<file path="src/rtl/prog_loader_pkg.sv">
// prog_loader_pkg: constants and types shared between the chip8 interpreter
// and the program loader.
//   - ADDR_WIDTH / DATA_WIDTH : program memory geometry
//   - LOAD_BASE / MAX_LEN     : where a loaded image starts and its largest size
//   - SYNC_BYTE               : frame start marker on the UART byte stream
//   - TIMEOUT                 : idle cycles tolerated between bytes of a frame
//   - ld_state_e              : loader state encoding
//   - len_legal()             : frame length acceptance rule
package prog_loader_pkg;

  localparam int unsigned ADDR_WIDTH = 12;
  localparam int unsigned DATA_WIDTH = 8;
  localparam int unsigned LOAD_BASE  = 512;
  localparam int unsigned MAX_LEN    = 4096 - LOAD_BASE;
  localparam logic [7:0]  SYNC_BYTE  = 8'hA5;
  // 10 ms at 25.125 MHz.
  localparam int unsigned TIMEOUT    = 251250;

  typedef enum logic [2:0] {
    LD_IDLE,
    LD_LEN_H,
    LD_LEN_L,
    LD_DATA,
    LD_CSUM,
    LD_DONE,
    LD_ERR
  } ld_state_e;

  // A frame must carry at least one byte and must fit between LOAD_BASE and
  // the top of memory.
  function automatic logic len_legal(input logic [15:0] len,
                                     input int unsigned max_len);
    return (len != 16'd0) && ({16'd0, len} <= max_len);
  endfunction

endpackage

</file>
<file path="src/rtl/prog_loader_if.sv">
// prog_loader_if: byte stream in, program memory write port and interpreter
// control out.
//   rx_i, rx_i_v          : UART byte and single-cycle valid strobe
//   mem_we, mem_waddr,
//   mem_d                 : program memory write port
//   cpu_hold, cpu_rst     : interpreter stall and restart pulse
//   load_done, load_err   : frame accepted pulse / sticky error flag
// Modports: master = byte source and consumer of the results,
//           slave  = the loader itself.
interface prog_loader_if #(
  parameter int unsigned ADDR_WIDTH = 12,
  parameter int unsigned DATA_WIDTH = 8
);

  logic [7:0]            rx_i;
  logic                  rx_i_v;
  logic                  mem_we;
  logic [ADDR_WIDTH-1:0] mem_waddr;
  logic [DATA_WIDTH-1:0] mem_d;
  logic                  cpu_hold;
  logic                  cpu_rst;
  logic                  load_done;
  logic                  load_err;

  modport master (
    output rx_i, rx_i_v,
    input  mem_we, mem_waddr, mem_d, cpu_hold, cpu_rst, load_done, load_err
  );

  modport slave (
    input  rx_i, rx_i_v,
    output mem_we, mem_waddr, mem_d, cpu_hold, cpu_rst, load_done, load_err
  );

endinterface

</file>
<file path="src/rtl/prog_loader_byte_timeout.sv">
// byte_timeout: inter-byte watchdog for UART-facing blocks.
//   clk, rst : clock and synchronous active-high reset
//   en       : watchdog armed (counter held at zero while low)
//   kick     : a byte arrived this cycle; restarts the count
//   expired  : high once TIMEOUT cycles have passed with no kick while armed
module byte_timeout #(
  parameter int unsigned TIMEOUT = prog_loader_pkg::TIMEOUT
) (
  input  logic clk,
  input  logic rst,
  input  logic en,
  input  logic kick,
  output logic expired
);

  localparam int unsigned CW = $clog2(TIMEOUT + 1);
  localparam logic [CW-1:0] LIMIT = CW'(TIMEOUT);

  logic [CW-1:0] cnt;

  // NOTE: sequential state uses non-blocking assignments so every register
  // samples the pre-edge values, independent of block ordering.
  always_ff @(posedge clk) begin
    if (rst || !en || kick) begin
      cnt <= '0;
    end else if (cnt != LIMIT) begin
      cnt <= cnt + CW'(1);
    end
  end

  // A byte in the same cycle wins over expiry.
  assign expired = en && !kick && (cnt == LIMIT);

endmodule

</file>
<file path="src/rtl/prog_loader.sv">
// prog_loader: parses framed program images from the UART byte stream
//   frame = SYNC_BYTE, LEN_H, LEN_L, LEN payload bytes, CSUM (sum mod 256)
// and writes the payload into program memory from LOAD_BASE upward. The
// interpreter is held while a load is in flight and restarted with a
// one-cycle cpu_rst pulse after a good load; a failed load leaves it held
// with load_err set until the next SYNC_BYTE.
//   clk, rst : clock, synchronous active-high reset
//   bus      : prog_loader_if.slave (byte input, memory write port, status)
module prog_loader #(
  parameter int unsigned ADDR_WIDTH = prog_loader_pkg::ADDR_WIDTH,
  parameter int unsigned DATA_WIDTH = prog_loader_pkg::DATA_WIDTH,
  parameter int unsigned LOAD_BASE  = prog_loader_pkg::LOAD_BASE,
  parameter int unsigned MAX_LEN    = prog_loader_pkg::MAX_LEN,
  parameter logic [7:0]  SYNC_BYTE  = prog_loader_pkg::SYNC_BYTE,
  parameter int unsigned TIMEOUT    = prog_loader_pkg::TIMEOUT
) (
  input  logic          clk,
  input  logic          rst,
  prog_loader_if.slave  bus
);

  import prog_loader_pkg::*;

  ld_state_e             state;
  logic [7:0]            len_h;
  logic [15:0]           remaining;
  logic [7:0]            checksum;
  logic [ADDR_WIDTH-1:0] wr_addr;
  logic                  in_frame;
  logic                  timed_out;

  // Only the states that wait on the sender are subject to the watchdog.
  assign in_frame = (state == LD_LEN_H) || (state == LD_LEN_L) ||
                    (state == LD_DATA)  || (state == LD_CSUM);

  byte_timeout #(.TIMEOUT(TIMEOUT)) u_timeout (
    .clk     (clk),
    .rst     (rst),
    .en      (in_frame),
    .kick    (bus.rx_i_v),
    .expired (timed_out)
  );

  always_ff @(posedge clk) begin
    if (rst) begin
      state         <= LD_IDLE;
      len_h         <= '0;
      remaining     <= '0;
      checksum      <= '0;
      wr_addr       <= ADDR_WIDTH'(LOAD_BASE);
      bus.mem_we    <= 1'b0;
      bus.mem_waddr <= ADDR_WIDTH'(LOAD_BASE);
      bus.mem_d     <= '0;
      bus.cpu_hold  <= 1'b0;
      bus.cpu_rst   <= 1'b0;
      bus.load_done <= 1'b0;
      bus.load_err  <= 1'b0;
    end else begin
      // Pulse outputs default low; the states below raise them for one cycle.
      bus.mem_we    <= 1'b0;
      bus.cpu_rst   <= 1'b0;
      bus.load_done <= 1'b0;

      case (state)
        LD_IDLE: begin
          if (bus.rx_i_v && bus.rx_i == SYNC_BYTE) begin
            state        <= LD_LEN_H;
            bus.cpu_hold <= 1'b1;
            bus.load_err <= 1'b0;
            checksum     <= '0;
          end
        end

        LD_LEN_H: begin
          if (bus.rx_i_v) begin
            len_h <= bus.rx_i;
            state <= LD_LEN_L;
          end else if (timed_out) begin
            state        <= LD_ERR;
            bus.load_err <= 1'b1;
          end
        end

        LD_LEN_L: begin
          if (bus.rx_i_v) begin
            if (len_legal({len_h, bus.rx_i}, MAX_LEN)) begin
              state         <= LD_DATA;
              remaining     <= {len_h, bus.rx_i};
              wr_addr       <= ADDR_WIDTH'(LOAD_BASE);
              bus.mem_waddr <= ADDR_WIDTH'(LOAD_BASE);
            end else begin
              state        <= LD_ERR;
              bus.load_err <= 1'b1;
            end
          end else if (timed_out) begin
            state        <= LD_ERR;
            bus.load_err <= 1'b1;
          end
        end

        LD_DATA: begin
          if (bus.rx_i_v) begin
            // Write port is registered: the byte appears on the bus one
            // cycle after it arrives, tagged with the pre-increment address.
            bus.mem_we    <= 1'b1;
            bus.mem_d     <= DATA_WIDTH'(bus.rx_i);
            bus.mem_waddr <= wr_addr;
            wr_addr       <= wr_addr + ADDR_WIDTH'(1);
            checksum      <= checksum + bus.rx_i;
            remaining     <= remaining - 16'd1;
            if (remaining == 16'd1) begin
              state <= LD_CSUM;
            end
          end else if (timed_out) begin
            state        <= LD_ERR;
            bus.load_err <= 1'b1;
          end
        end

        LD_CSUM: begin
          if (bus.rx_i_v) begin
            if (bus.rx_i == checksum) begin
              state         <= LD_DONE;
              bus.load_done <= 1'b1;
              bus.cpu_rst   <= 1'b1;
            end else begin
              state        <= LD_ERR;
              bus.load_err <= 1'b1;
            end
          end else if (timed_out) begin
            state        <= LD_ERR;
            bus.load_err <= 1'b1;
          end
        end

        // cpu_rst is already high during this cycle, so releasing the hold
        // now lets the restart overlap the last held cycle.
        LD_DONE: begin
          bus.cpu_hold <= 1'b0;
          state        <= LD_IDLE;
        end

        // Memory may be partially overwritten: keep the interpreter held.
        LD_ERR: begin
          state <= LD_IDLE;
        end

        default: begin
          state <= LD_IDLE;
        end
      endcase
    end
  end

endmodule

</file>
<file path="src/flat_wrapper.sv">
// flat-port wrapper written by rule: the top's interface ports become plain ports
module prog_loader_flat import prog_loader_pkg::*;
#(
  parameter int unsigned ADDR_WIDTH = prog_loader_pkg::ADDR_WIDTH,
  parameter int unsigned DATA_WIDTH = prog_loader_pkg::DATA_WIDTH,
  parameter int unsigned LOAD_BASE  = prog_loader_pkg::LOAD_BASE,
  parameter int unsigned MAX_LEN    = prog_loader_pkg::MAX_LEN,
  parameter logic [7:0]  SYNC_BYTE  = prog_loader_pkg::SYNC_BYTE,
  parameter int unsigned TIMEOUT    = prog_loader_pkg::TIMEOUT
)
  (clk, rst, bus_rx_i, bus_rx_i_v, bus_mem_we, bus_mem_waddr, bus_mem_d, bus_cpu_hold, bus_cpu_rst, bus_load_done, bus_load_err);
  prog_loader_if #(.ADDR_WIDTH(ADDR_WIDTH), .DATA_WIDTH(DATA_WIDTH)) bus_i ();
  input  logic clk;
  input  logic rst;
  input wire logic [$bits(bus_i.rx_i)-1:0] bus_rx_i;
  input wire logic [$bits(bus_i.rx_i_v)-1:0] bus_rx_i_v;
  output wire logic [$bits(bus_i.mem_we)-1:0] bus_mem_we;
  output wire logic [$bits(bus_i.mem_waddr)-1:0] bus_mem_waddr;
  output wire logic [$bits(bus_i.mem_d)-1:0] bus_mem_d;
  output wire logic [$bits(bus_i.cpu_hold)-1:0] bus_cpu_hold;
  output wire logic [$bits(bus_i.cpu_rst)-1:0] bus_cpu_rst;
  output wire logic [$bits(bus_i.load_done)-1:0] bus_load_done;
  output wire logic [$bits(bus_i.load_err)-1:0] bus_load_err;
  assign bus_i.rx_i = bus_rx_i;
  assign bus_i.rx_i_v = bus_rx_i_v;
  assign bus_mem_we = bus_i.mem_we;
  assign bus_mem_waddr = bus_i.mem_waddr;
  assign bus_mem_d = bus_i.mem_d;
  assign bus_cpu_hold = bus_i.cpu_hold;
  assign bus_cpu_rst = bus_i.cpu_rst;
  assign bus_load_done = bus_i.load_done;
  assign bus_load_err = bus_i.load_err;
  prog_loader #(.ADDR_WIDTH(ADDR_WIDTH), .DATA_WIDTH(DATA_WIDTH), .LOAD_BASE(LOAD_BASE), .MAX_LEN(MAX_LEN), .SYNC_BYTE(SYNC_BYTE), .TIMEOUT(TIMEOUT)) u_core (.clk(clk), .rst(rst), .bus(bus_i));
endmodule
</file>
<file path="config.mk">
export PLATFORM = sky130hd
export DESIGN_NAME = prog_loader_flat
export DESIGN_NICKNAME = d
export VERILOG_FILES = /design/src/rtl/prog_loader_pkg.sv /design/src/rtl/prog_loader_if.sv /design/src/rtl/prog_loader_byte_timeout.sv /design/src/rtl/prog_loader.sv /design/src/flat_wrapper.sv
export SDC_FILE = /design/constraint.sdc
export NUM_CORES = 1
export LEC_CHECK = 0
export ABC_AREA = 1
export CAP_MARGIN = 10
export CORE_UTILIZATION = 35
export CTS_BUF_LIST = sky130_fd_sc_hd__clkbuf_16
export CTS_CLUSTER_DIAMETER = 120
export CTS_CLUSTER_SIZE = 25
export DETAILED_ROUTE_END_ITERATION = 12
export PLACE_DENSITY = 0.61
export SLEW_MARGIN = 25
export SYNTH_ARGS = -nofsm -noshare
export SYNTH_HDL_FRONTEND = slang
export SYNTH_HIERARCHICAL = 1
export SYNTH_SLANG_ARGS = --single-unit
</file>
<file path="constraint.sdc">
create_clock -name clk -period 1.7 [get_ports clk]
set_input_delay 0.255 -clock clk [delete_from_list [all_inputs] [get_ports clk]]
set_output_delay 0.255 -clock clk [all_outputs]
set_load 0.01 [all_outputs]
</file>
Word-level counts from Yosys, hierarchy flattened
Index checks and enable logic that the tools add are counted.
{"block": "op_classes", "n_addsub": 4, "order_cmp": 1, "n_eq_ne": 18, "n_mux": 35, "bitwise": 3, "n_reduce_logical": 27}
{"cell": "12-bit two-way mux", "count": 4}
{"cell": "16-bit two-way mux", "count": 3}
{"cell": "12-bit case mux with 2 select lines", "count": 2}
{"cell": "16-bit case mux with 2 select lines", "count": 1}
{"cell": "3-bit two-way mux", "count": 8}
{"cell": "18-bit by 1-bit adder with 18-bit output (second input constant)", "count": 1}
{"cell": "18-bit equality test (second input constant)", "count": 1}
{"cell": "18-bit inequality test (second input constant)", "count": 1}
{"cell": "16-bit by 1-bit equality test with 1-bit output (second input constant)", "count": 1}
{"cell": "16-bit by 12-bit less-or-equal comparator with 1-bit output (second input constant)", "count": 1}
{"cell": "8-bit two-way mux", "count": 2}
{"cell": "8-bit case mux with 2 select lines", "count": 1}
{"cell": "16-bit nonzero test", "count": 1}
{"cell": "16-bit by 1-bit subtractor with 16-bit output (second input constant)", "count": 1}
{"cell": "3-bit case mux with 5 select lines", "count": 1}
{"cell": "12-bit by 1-bit adder with 12-bit output (second input constant)", "count": 1}
{"cell": "1-bit two-way mux", "count": 10}
{"cell": "3-bit inequality test (second input constant)", "count": 3}
{"cell": "8-bit adder", "count": 1}
{"cell": "8-bit equality test", "count": 1}
{"cell": "8-bit equality test (second input constant)", "count": 1}
{"cell": "2-bit inequality test (second input constant)", "count": 4}
{"cell": "2-bit AND reduction", "count": 4}
{"cell": "3-bit by 2-bit equality test with 1-bit output (second input constant)", "count": 2}
{"cell": "other kinds (18)", "count": 32}
{"block": "word_totals", "reg_bits": 89, "wordCells": 100}

Longest topological paths before layout
Gate-level depths: netlist of run 1.
{"block": "logic_depth", "ltp_word": 9, "ltp_mapped": 12, "ltp_nobuf": 12}

By module
Netlist of run 1, hierarchy kept.
{"module": "prog_loader", "instances": 1, "cells_each": 630, "area_per_inst_um2": 4077.7, "seq_area_each_um2": 1421.4}
{"module": "byte_timeout", "instances": 1, "cells_each": 159, "area_per_inst_um2": 1011.0, "seq_area_each_um2": 360.3}

Worst setup path after synthesis of run 1
No wires, ideal clock.
{"block": "synth_path", "kind": "flip-flop to flip-flop", "startpoint": "register u_core.state[1]", "endpoint": "register u_core.state[1]", "setup_time_ps": 81, "t_arrival_ps": 1492, "required_time_ps": 1619, "slack_ps": 127, "stages_incl_launch_ff": 11, "n_path_buf": 0, "cell_sequence": "dfxtp_1 -> nor2_1 -> inv_1 -> nor2_1 -> nor2_1 -> inv_1 -> nor3_1 -> nor3_1 -> nor2_1 -> nor2_1 -> a41oi_1"}
{"block": "synth_via", "elab_chain_cells": 9}
{"element": "from (decl)", "line": "prog_loader.sv:24", "source": "ld_state_e state;"}
{"element": "from (signal assigned)", "line": "prog_loader.sv:46", "source": "state <= LD_IDLE;"}
{"element": "from (signal assigned)", "line": "prog_loader.sv:67", "source": "state <= LD_LEN_H;"}
{"element": "from (signal assigned)", "line": "prog_loader.sv:77", "source": "state <= LD_LEN_L;"}
{"element": "3-bit by 1-bit equality test with 1-bit output or 3-bit by 2-bit equality test with 1-bit output (tied branches)", "line": "prog_loader.sv:33", "source": "assign in_frame = (state == LD_LEN_H) || (state == LD_LEN_L) ||"}
{"element": "1-bit logical OR (2 in series)", "line": "prog_loader.sv:33"}
{"element": "1-bit logical OR *", "line": "prog_loader.sv:34", "source": "(state == LD_DATA) || (state == LD_CSUM);"}
{"element": "net u_core.in_frame", "line": "prog_loader.sv:29", "source": "logic in_frame;"}
{"element": "1-bit logical AND * (2 in series)", "line": "prog_loader_byte_timeout.sv:32", "source": "assign expired = en && !kick && (cnt == LIMIT);"}
{"element": "net u_core.timed_out", "line": "prog_loader.sv:30", "source": "logic timed_out;"}
{"element": "3-bit two-way mux *"}
{"element": "3-bit two-way mux, on equally long branches"}
{"element": "3-bit case mux with 5 select lines *", "line": "prog_loader.sv:64", "source": "case (state)"}
The timed path passes the listed nets; every way through them passes the cells marked *.
A chain may end at the register's enable or synchronous reset.

Final worst setup path of run 1
{"block": "layout_path", "startpoint": "register u_core.len_h[4]", "endpoint": "register u_core.bus.mem_waddr[2]"}
{"block": "layout_via", "elab_chain_cells": 4}
{"element": "from (decl)", "line": "prog_loader.sv:25", "source": "logic [7:0] len_h;"}
{"element": "from (signal assigned)", "line": "prog_loader.sv:76", "source": "len_h <= bus.rx_i;"}
{"element": "16-bit by 12-bit less-or-equal comparator with 1-bit output or 16-bit nonzero test (tied branches)", "line": "prog_loader_pkg.sv:33", "source": "return (len != 16'd0) && ({16'd0, len} <= max_len);"}
{"element": "1-bit logical AND *", "line": "prog_loader_pkg.sv:33"}
{"element": "2-bit inequality test (no line) *"}
{"element": "4-bit AND reduction (no line) *"}
{"element": "to (signal assigned)", "line": "prog_loader.sv:52", "source": "bus.mem_waddr <= ADDR_WIDTH'(LOAD_BASE);"}
{"element": "to (signal assigned)", "line": "prog_loader.sv:90", "source": "bus.mem_waddr <= ADDR_WIDTH'(LOAD_BASE);"}
{"element": "to (signal assigned)", "line": "prog_loader.sv:107", "source": "bus.mem_waddr <= wr_addr;"}
{"element": "to (decl)", "line": "prog_loader_if.sv:32", "source": "output mem_we, mem_waddr, mem_d, cpu_hold, cpu_rst, load_done, load_err"}
Every way passes the cells marked *; elsewhere a longest branch is shown, timed or not.

==> metrics.md, run 1 <==
| Metric | Value |
|---|---|
| Status | `completed` |
| Maximum net fanout on the critical path | `16` |
| Number of synthesized flops with an enable pin | `0` |
| Post-synth top flop | `dfxtp_1` |
| Net Sw Frac | `33.1%` |
| Worst-Skew Late Latency | `0.36 ns` |
| CP endpoint kind | `flip-flop` |
| Overflow after GRT | `0` |
| Hold path start | `bus_rx_i[6]` |
| Die area | `15000 µm²` |
| Fraction of registers with async set/reset | `0%` |
| Post-synthesis adder-cell area fraction | `3.34%` |
| Commonest non-fill, non-tap cell in the layout | `nand2_1` |
| Core area | `14000 µm²` |
| Commonest cells after routing, fill and taps aside | `nand2_1, nor2_1, dfxtp_1, inv_1, buf_4` |
| Maximum resistive drop on vdd | `477 µV` |
| Mapped Avg Cell Area | `6.45 µm²` |
| Post-layout nets | `910` |
| Cell mode on critical path | `nand2_1` |
| Power Internal | `4.22 mW` |
| Site Rows | `43` |
| Vias in the first global route | `4728` |
| Initial antenna violation count | `0` |
| DR vias/cell | `4.77` |
| Final period demand of the worst path | `1.61 ns` |
| Initial DRC Count | `315` |
| Mapped Area | `5090 µm²` |
| Crit-path cells | `nor2_2, nand2_1, nor2_1, nand2_1, nand2_2, nand2_2, a21oi_4, buf_12, clkbuf_16, nand2_1, a21oi_1` |
| Clock network power share | `33.3%` |
| Clock root buffer master | `clkbuf_16` |
| Hold Path Class | `in -> reg` |
| Sequential fraction of the synthesis area | `35.0%` |
| Clock sink count | `89` |
| CP max-delay cell | `dfxtp_1` |
| #FFs+latches synth | `89` |
| Die Ht | `123 µm` |
| Critical path type | `reg -> reg` |
| Synth Warn # | `6` |
| Power density over the cells | `950 nW/µm²` |
| Unique masters post-synth | `39` |
| # hold bufs at CTS | `0` |
| Design area | `6640 µm²` |
| Die Wd | `123 µm` |
| Max Root-Sink Buffers | `2` |
| Rel. slew slack | `67.5%` |
| Synth Area in Simple Gates | `37.1%` |
| I/O pin total | `36` |
| Placed cell count | `1050` |
| CP arrival | `1.91 ns` |
| Multiplexer share of the synthesized area | `0%` |
| Buf/Inv on CP | `2` |
| CP max stage delay | `0.34 ns` |
| TritonCTS clock tree | `built` |
| Synth Area in XOR/XNOR | `2.07%` |
| Drt drc | `0` |
| Switching power | `2.09 mW` |
| Max cap viols | `0` |
| Placement Cell Area | `6090 µm²` |
| Pleak | `2.72 nW` |
| H-tree depth | `3` |
| Final cell count without fillers | `1071` |
| Routed Antenna Nets | `0` |
| N_diodes | `0` |
| Fraction of layout cells with a size suffix above 1 | `17.4%` |
| First-pass GRT wire length | `22500 µm` |
| Final Setup Violations | `0` |
| Worst EP required | `1.99 ns` |
| Worst Max-Slew Pin Slew | `0.487 ns` |
| Crit share post-route | `94.9%` |
| Routability congestion estimate | `0.875` |
| Clock transition at the registers of the reported paths | `0.07 ns` |
| Finished Core Util | `47.3%` |
| Largest family of logic cells by synthesized area | `simple AND/OR/NAND/NOR gates` |
| DR WL/cell | `12.6 µm` |
| Critical path origin | `u_core/len_h[4]` |
| Final WL | `13500 µm` |
| Initial Utilization | `36.2%` |
| Combinational share of power | `29.2%` |
| Worst reg2reg startpoint | `u_core/len_h[4]` |
| Layout area overhead | `30.6%` |
| Hold Fails Final Rpt | `0` |
| DRT Pass-1 Iters | `5` |
| Post-synthesis compound-gate area fraction | `13.6%` |
| Final slew viol count | `0` |
| GR Util All Layers | `18.9%` |
| Reg power frac | `37.4%` |
| Vias | `5107` |
| Peak Freq | `620 MHz` |
| Largest net degree at the start of global routing | `38` |
| Mapped Cells | `789` |
| Number of buffers added on ports | `35` |
| Total CTS buffers | `9` |
| Post-Route Skew | `0.00932 ns` |
| Syn nets | `813` |
| HPWL Detailed | `9440 µm` |
| Filler cells | `1448` |
| Cell family with most CP delay | `simple AND/OR/NAND/NOR gates` |
| Startpoint Class | `flip-flop` |
final cells by class:
class | instances | area [µm²] | area share, %
clock buffers | 9 | 225 | 3.39
flip-flops and latches | 89 | 1790 | 26.9
repair buffers | 113 | 1050 | 15.8
well taps | 180 | 225 | 3.39
clock inverters | 7 | 83.8 | 1.26
inverters | 79 | 297 | 4.46
multi-input cells | 594 | 2980 | 44.8
path summary, 6_finish.rpt:
kind / end / slack, ns / cells past startpoint
worst max register to register: u_core/bus.mem_waddr[2] / 0.09 / 11
worst max-delay path: u_core/bus.mem_waddr[2] / 0.09 / 11
worst min register to register: u_core/bus.mem_waddr[2] / 0.47 / 2
worst min-delay path: u_core/bus.mem_d[6] / 0.30 / 3
kinds of logic after synthesis:
family	count (synthesis)
compound gates	126
flops	89
xor+xnor	12
simple gates	443
buf+inv	106
fa+ha+maj	13
metal layers:
metal / up-vias / global-route usage (%) / part of all wire [%]
met1: 2292 / 24.9 / 49
li1: 2744 / - / -
met4: 0 / 5.03 / 1.1
met2: 58 / 30.7 / 47
met5: - / 0 / 0
met3: 13 / 4.37 / 3.2
per-stage QoR:
step           worst slack, ns  hold slack, ns  setup TNS [ns]  total power, mW
4_1_cts                 0.0442           0.313               0             6.23
5_1_grt               -0.00261           0.353        -0.00261             6.72
2_1_floorplan            0.127           0.390               0             3.49
3_5_place_dp            -0.295           0.461          -12.76             4.11
3_3_place_gp            -0.265           0.457          -11.14             4.10
6_report                0.0863           0.304               0             6.31
power by group through the flow:
stage / Clock, mW / Combinational, mW / Sequential, mW
global route: 2.24 / 2.09 / 2.38
detailed placement: 0 / 1.72 / 2.40
global placement: 0 / 1.71 / 2.39
finish: 2.10 / 1.84 / 2.36
floorplan: 0 / 1.09 / 2.40
CTS: 2.16 / 1.72 / 2.35
sequential cells by signal, summed over array words and instances (netlist names), 3 cells and up:
name / count
u_core/bus.mem_d: 8
u_core/bus.mem_waddr: 12
u_core/remaining: 16
u_core/len_h: 8
u_core/u_timeout/cnt: 18
u_core/wr_addr: 12
u_core/state: 3
u_core/checksum: 8
synthesized netlist by cell type, types with 4 or more instances:
cell type / n / area, µm²
inv_1: 75 / 282
nor3_1: 11 / 55.1
buf_2: 13 / 65.1
inv_2: 4 / 15.0
nor2_1: 150 / 563
o21ai_0: 48 / 240
a21oi_2: 6 / 52.6
a21oi_1: 57 / 285
nand4_1: 15 / 93.8
dfxtp_1: 89 / 1780
nand3_1: 59 / 295
nand2_2: 12 / 75.1
xor2_1: 10 / 87.6
ha_1: 12 / 150
nand3b_1: 4 / 30.0
buf_4: 5 / 37.5
nand2_1: 180 / 676
worst reg2reg max path: cells and delay by family, from the launching register on:
family,cells,cell delay [ns]
compound gates,2,0.28
buf+inv,2,0.31
flops,1,0.34
simple gates,7,0.62
timing repair:
item,in CTS,in global routing
resized for setup,1,39
pin swaps,0,9
buffers inserted,0,2
endpoints found under the setup margin,3,38
hold endpoints to repair,0,0
gates cloned,0,3
No activity file was read; power rests on OpenSTA's default activity.
==> run 2: changes to the inputs <==
--- a/config.mk
+++ b/config.mk
@@ -5,14 +5,14 @@
 export SDC_FILE = /design/constraint.sdc
 export NUM_CORES = 1
 export LEC_CHECK = 0
-export ABC_AREA = 1
+export ABC_AREA = 0
 export CAP_MARGIN = 10
 export CORE_UTILIZATION = 35
 export CTS_BUF_LIST = sky130_fd_sc_hd__clkbuf_16
 export CTS_CLUSTER_DIAMETER = 120
 export CTS_CLUSTER_SIZE = 25
 export DETAILED_ROUTE_END_ITERATION = 12
-export PLACE_DENSITY = 0.61
+export PLACE_DENSITY = 0.62
 export SLEW_MARGIN = 25
 export SYNTH_ARGS = -nofsm -noshare
 export SYNTH_HDL_FRONTEND = slang
==> metrics.md, run 2 <==
| Metric | Value |
|---|---|
| Power density over the cells | `683 nW/µm² (was 950 nW/µm²)` |
| Worst-Skew Late Latency | `0.36 ns (about the same)` |
| Post-synth top flop | `dfxtp_1 (unchanged)` |
| Synth Warn # | `6 (unchanged)` |
| First-pass GRT wire length | `23000 µm (was 22500 µm)` |
| Share of the synthesized area in the top cell type | `39.8% (was 35.0%)` |
| Filler cells | `1056 (was 1448)` |
| CP arrival | `2.58 ns (was 1.91 ns)` |
| Critical path origin | `u_core/u_timeout/cnt[2] (was u_core/len_h[4])` |
| Syn nets | `574 (was 813)` |
| Worst EP required | `1.98 ns (was 1.99 ns)` |
| Critical path type | `reg -> reg (unchanged)` |
| Largest regs | `u_core/u_timeout/cnt (18), u_core/remaining (16) (unchanged)` |
| Most flops, register | `u_core/u_timeout/cnt (unchanged)` |
| Number of buffers added on ports | `35 (unchanged)` |
| Failing checks | `setup timing` |
| Initial Utilization | `36.6% (was 36.2%)` |
| Peak Freq | `436 MHz (was 620 MHz)` |
| R2R depth | `8 (was 11)` |
| Pleak | `2.63 nW (was 2.72 nW)` |
| TritonCTS clock tree | `built (unchanged)` |
| Power Internal | `3.59 mW (was 4.22 mW)` |
| CP endpoint kind | `flip-flop (unchanged)` |
| Worst reg2reg startpoint | `u_core/u_timeout/cnt[2] (was u_core/len_h[4])` |
| Vias | `4695 (was 5107)` |
| Die area | `13200 µm² (was 15000 µm²)` |
| Maximum resistive drop on vdd | `576 µV (was 477 µV)` |
| Overflow after GRT | `0 (unchanged)` |
| Fraction of registers with async set/reset | `0% (unchanged)` |
| GR Util All Layers | `22.4% (was 18.9%)` |
| Final worst slack | `-0.593 ns (was 0.0863 ns)` |
| # hold bufs at CTS | `0 (unchanged)` |
| Hold Fails Final Rpt | `0 (unchanged)` |
| Crit share post-route | `135% (was 94.9%)` |
| Reg2reg end | `u_core/state[2] (was u_core/bus.mem_waddr[2])` |
| Final Setup Violations | `51 (was 0)` |
| Worst Max-Slew Pin Slew | `0.372 ns (was 0.487 ns)` |
| Mapped Avg Cell Area | `8.13 µm² (was 6.45 µm²)` |
| Maximum net fanout on the critical path | `3 (was 16)` |
| Commonest non-fill, non-tap cell in the layout | `buf_4 (was nand2_1)` |
| Initial DRC Count | `267 (was 315)` |
| Max FFs per register | `18 (unchanged)` |
| Initial antenna violation count | `0 (unchanged)` |
| Layout area overhead | `59.7% (was 30.6%)` |
| Total CTS buffers | `9 (unchanged)` |
| RSZ-0062 raised after global routing | `yes` |
| Startpoint Class | `flip-flop (unchanged)` |
| Reg power frac | `43.8% (was 37.4%)` |
| CP max stage delay | `0.50 ns (was 0.34 ns)` |
| Routability congestion estimate | `0.877 (was 0.875)` |
| Hold path start | `rst (was bus_rx_i[6])` |
| Core area | `12200 µm² (was 14000 µm²)` |
| Net Sw Frac | `26.4% (was 33.1%)` |
| Max Root-Sink Buffers | `2 (unchanged)` |
| Clock network power share | `42.1% (was 33.3%)` |
| Crit-path cells | `or4b_1, or4_4, nor4b_4, nor2b_4, a21oi_1, nor2_1, o21ai_1, a21boi_1 (was nor2_2, nand2_1, nor2_1, nand2_1, nand2_2, nand2_2, a21oi_4, buf_12, clkbuf_16, nand2_1, a21oi_1)` |
| DRT Pass-1 Iters | `5 (unchanged)` |
| Cell family with most CP delay | `simple AND/OR/NAND/NOR gates (unchanged)` |
| N_diodes | `0 (unchanged)` |
| #FFs+latches synth | `89 (unchanged)` |
| Min Hold Slack | `0.362 ns (was 0.304 ns)` |
| Mapped Cells | `550 (was 789)` |
| CP max-delay cell | `or4b_1 (was dfxtp_1)` |
| Levels on crit path | `8 (was 11)` |
| Combinational share of power | `14.1% (was 29.2%)` |
| Most common cell in the netlist | `dfxtp_1 (was nand2_1)` |
| HPWL Detailed | `9280 µm (was 9440 µm)` |
| Rel. slew slack | `75.0% (was 67.5%)` |
| Hold Path Class | `in -> reg (unchanged)` |
| Buf/Inv on CP | `0 (was 2)` |
| I/O pin total | `36 (unchanged)` |
| DR vias/cell | `5.34 (was 4.77)` |
| Post-layout nets | `731 (was 910)` |
| Mapped Area | `4470 µm² (was 5090 µm²)` |
| Vias in the first global route | `4658 (was 4728)` |
| Max cap viols | `0 (unchanged)` |
| Largest net degree at the start of global routing | `66 (was 38)` |
| Worst reg-to-reg setup slack | `-0.59 ns (was 0.09 ns)` |
| Post-synth top area cell | `dfxtp_1 (unchanged)` |
| Clock root buffer master | `clkbuf_16 (unchanged)` |
| Switching power | `1.29 mW (was 2.09 mW)` |
| Final WL | `14800 µm (was 13500 µm)` |
| H-tree depth | `3 (unchanged)` |
| Total Neg Setup Slack | `-7.31 ns (was 0 ns)` |
| Multi-input gate area | `3220 µm² (was 2980 µm²)` |
| Fraction of layout cells with a size suffix above 1 | `41.6% (was 17.4%)` |
| Commonest cells after routing, fill and taps aside | `buf_4, dfxtp_1, nor2_1, nand2_1, a21oi_1 (was nand2_1, nor2_1, dfxtp_1, inv_1, buf_4)` |
| Clock sink count | `89 (unchanged)` |
| Drt drc | `0 (unchanged)` |
| Main area contributors after synthesis | `dfxtp_1, a21oi_1, nand2_1 (was dfxtp_1, nand2_1, nor2_1)` |
| FF+latch area | `1800 µm² (was 1790 µm²)` |
| Final period demand of the worst path | `2.29 ns (was 1.61 ns)` |
| Clock transition at the registers of the reported paths | `0.06 ns (was 0.07 ns)` |
| DR WL/cell | `16.8 µm (was 12.6 µm)` |
| Status | `finished, violations left (was completed)` |
| Site Rows | `40 (was 43)` |
| Commonest cells post-synth | `dfxtp_1, nand2_1, a21oi_1 (was nand2_1, nor2_1, dfxtp_1)` |
| Routed Antenna Nets | `0 (unchanged)` |
| Die Wd | `115 µm (was 123 µm)` |
| Sequential fraction of the synthesis area | `39.8% (was 35.0%)` |
| Number of synthesized flops with an enable pin | `0 (unchanged)` |
| Worst Setup EP | `u_core/state[2] (was u_core/bus.mem_waddr[2])` |
| Final slew viol count | `0 (unchanged)` |
| Die Ht | `115 µm (was 123 µm)` |
| Unique masters post-synth | `64 (was 39)` |
| Post-Route Skew | `0.0110 ns (was 0.00932 ns)` |
==> run 2: power groups by stage <==
stage | combinational [mW] | sequential, mW | clock (mW)
6_report | 0.687 | 2.14 | 2.06
5_1_grt | 0.737 | 2.14 | 2.16
4_1_cts | 0.658 | 2.14 | 2.07
3_5_place_dp | 0.551 | 2.18 | 0
3_3_place_gp | 0.545 | 2.18 | 0
2_1_floorplan | 0.309 | 2.18 | 0
==> run 2: worst register-to-register path: cells and delay by family (launching register included) <==
family / cells / cell delay [ns]
simple gates: 5 / 1.62
flops: 1 / 0.32
compound gates: 3 / 0.29
==> run 2: kinds of logic (layout without fill, tap and decap cells) <==
| logic type | after synthesis | count (layout) | share of synthesized area [%] |
|---|---|---|---|
| AOI/OAI and AO/OA | 132 | 132 | 18.2 |
| buffers and inverters | 45 | 204 | 4.20 |
| adders and majority gates | 13 | 13 | 3.80 |
| muxes | 9 | 9 | 2.01 |
| DFF | 89 | 89 | 39.8 |
| and+or+nand+nor | 239 | 242 | 27.5 |
| xor gates and xnor gates | 23 | 23 | 4.50 |
==> run 2: worst min-delay path by stage <==
stage / end / slack (ns) / cells after the start
4_1_cts: u_core/u_timeout/cnt[12] / 0.37 / 4
6_report: u_core/u_timeout/cnt[12] / 0.36 / 4
5_1_grt: u_core/u_timeout/cnt[12] / 0.42 / 4
3_3_place_gp: u_core/bus.mem_waddr[2] / 0.44 / 2
3_5_place_dp: u_core/bus.mem_waddr[3] / 0.45 / 2
2_1_floorplan: u_core/bus.mem_d[0] / 0.39 / 2
==> run 2: routing by layer <==
metal | GRT usage [%] | vias up | wire length, µm
met5 | 0 | - | 0
li1 | - | 2302 | -
met1 | 27.4 | 2235 | 6350
met2 | 37.9 | 119 | 7260
met3 | 4.27 | 39 | 689
met4 | 10.6 | 0 | 473
==> run 2: cell type report <==
| class | count | area share (%) |
|---|---|---|
| clock buffer | 9 | 3.15 |
| clock inverter | 7 | 1.09 |
| inverter | 12 | 0.631 |
| multi-input combinational | 419 | 45.0 |
| sequential | 89 | 25.2 |
| tap | 168 | 2.94 |
| timing repair buffer | 176 | 21.9 |
==> run 2: timing repair <==
action / CTS / global route
pin swaps: 49 / 40
setup endpoints to repair: 59 / 59
cloned: 6 / 0
buffers inserted: 16 / 10
gates resized for setup: 110 / 73
==> run 2: per-stage QoR <==
step	area (µm²)	power [mW]	utilization (%)	worst slack (ns)	std cells
after detailed placement	5900	2.73	48.3	-0.721	835
final	7140	4.88	58.5	-0.593	880
after global routing	7140	5.03	58.5	-0.700	880
after global placement	5900	2.72	48.3	-0.644	835
after CTS	6810	4.86	55.8	-0.613	873
after floorplan	4640	2.49	-	-0.464	550
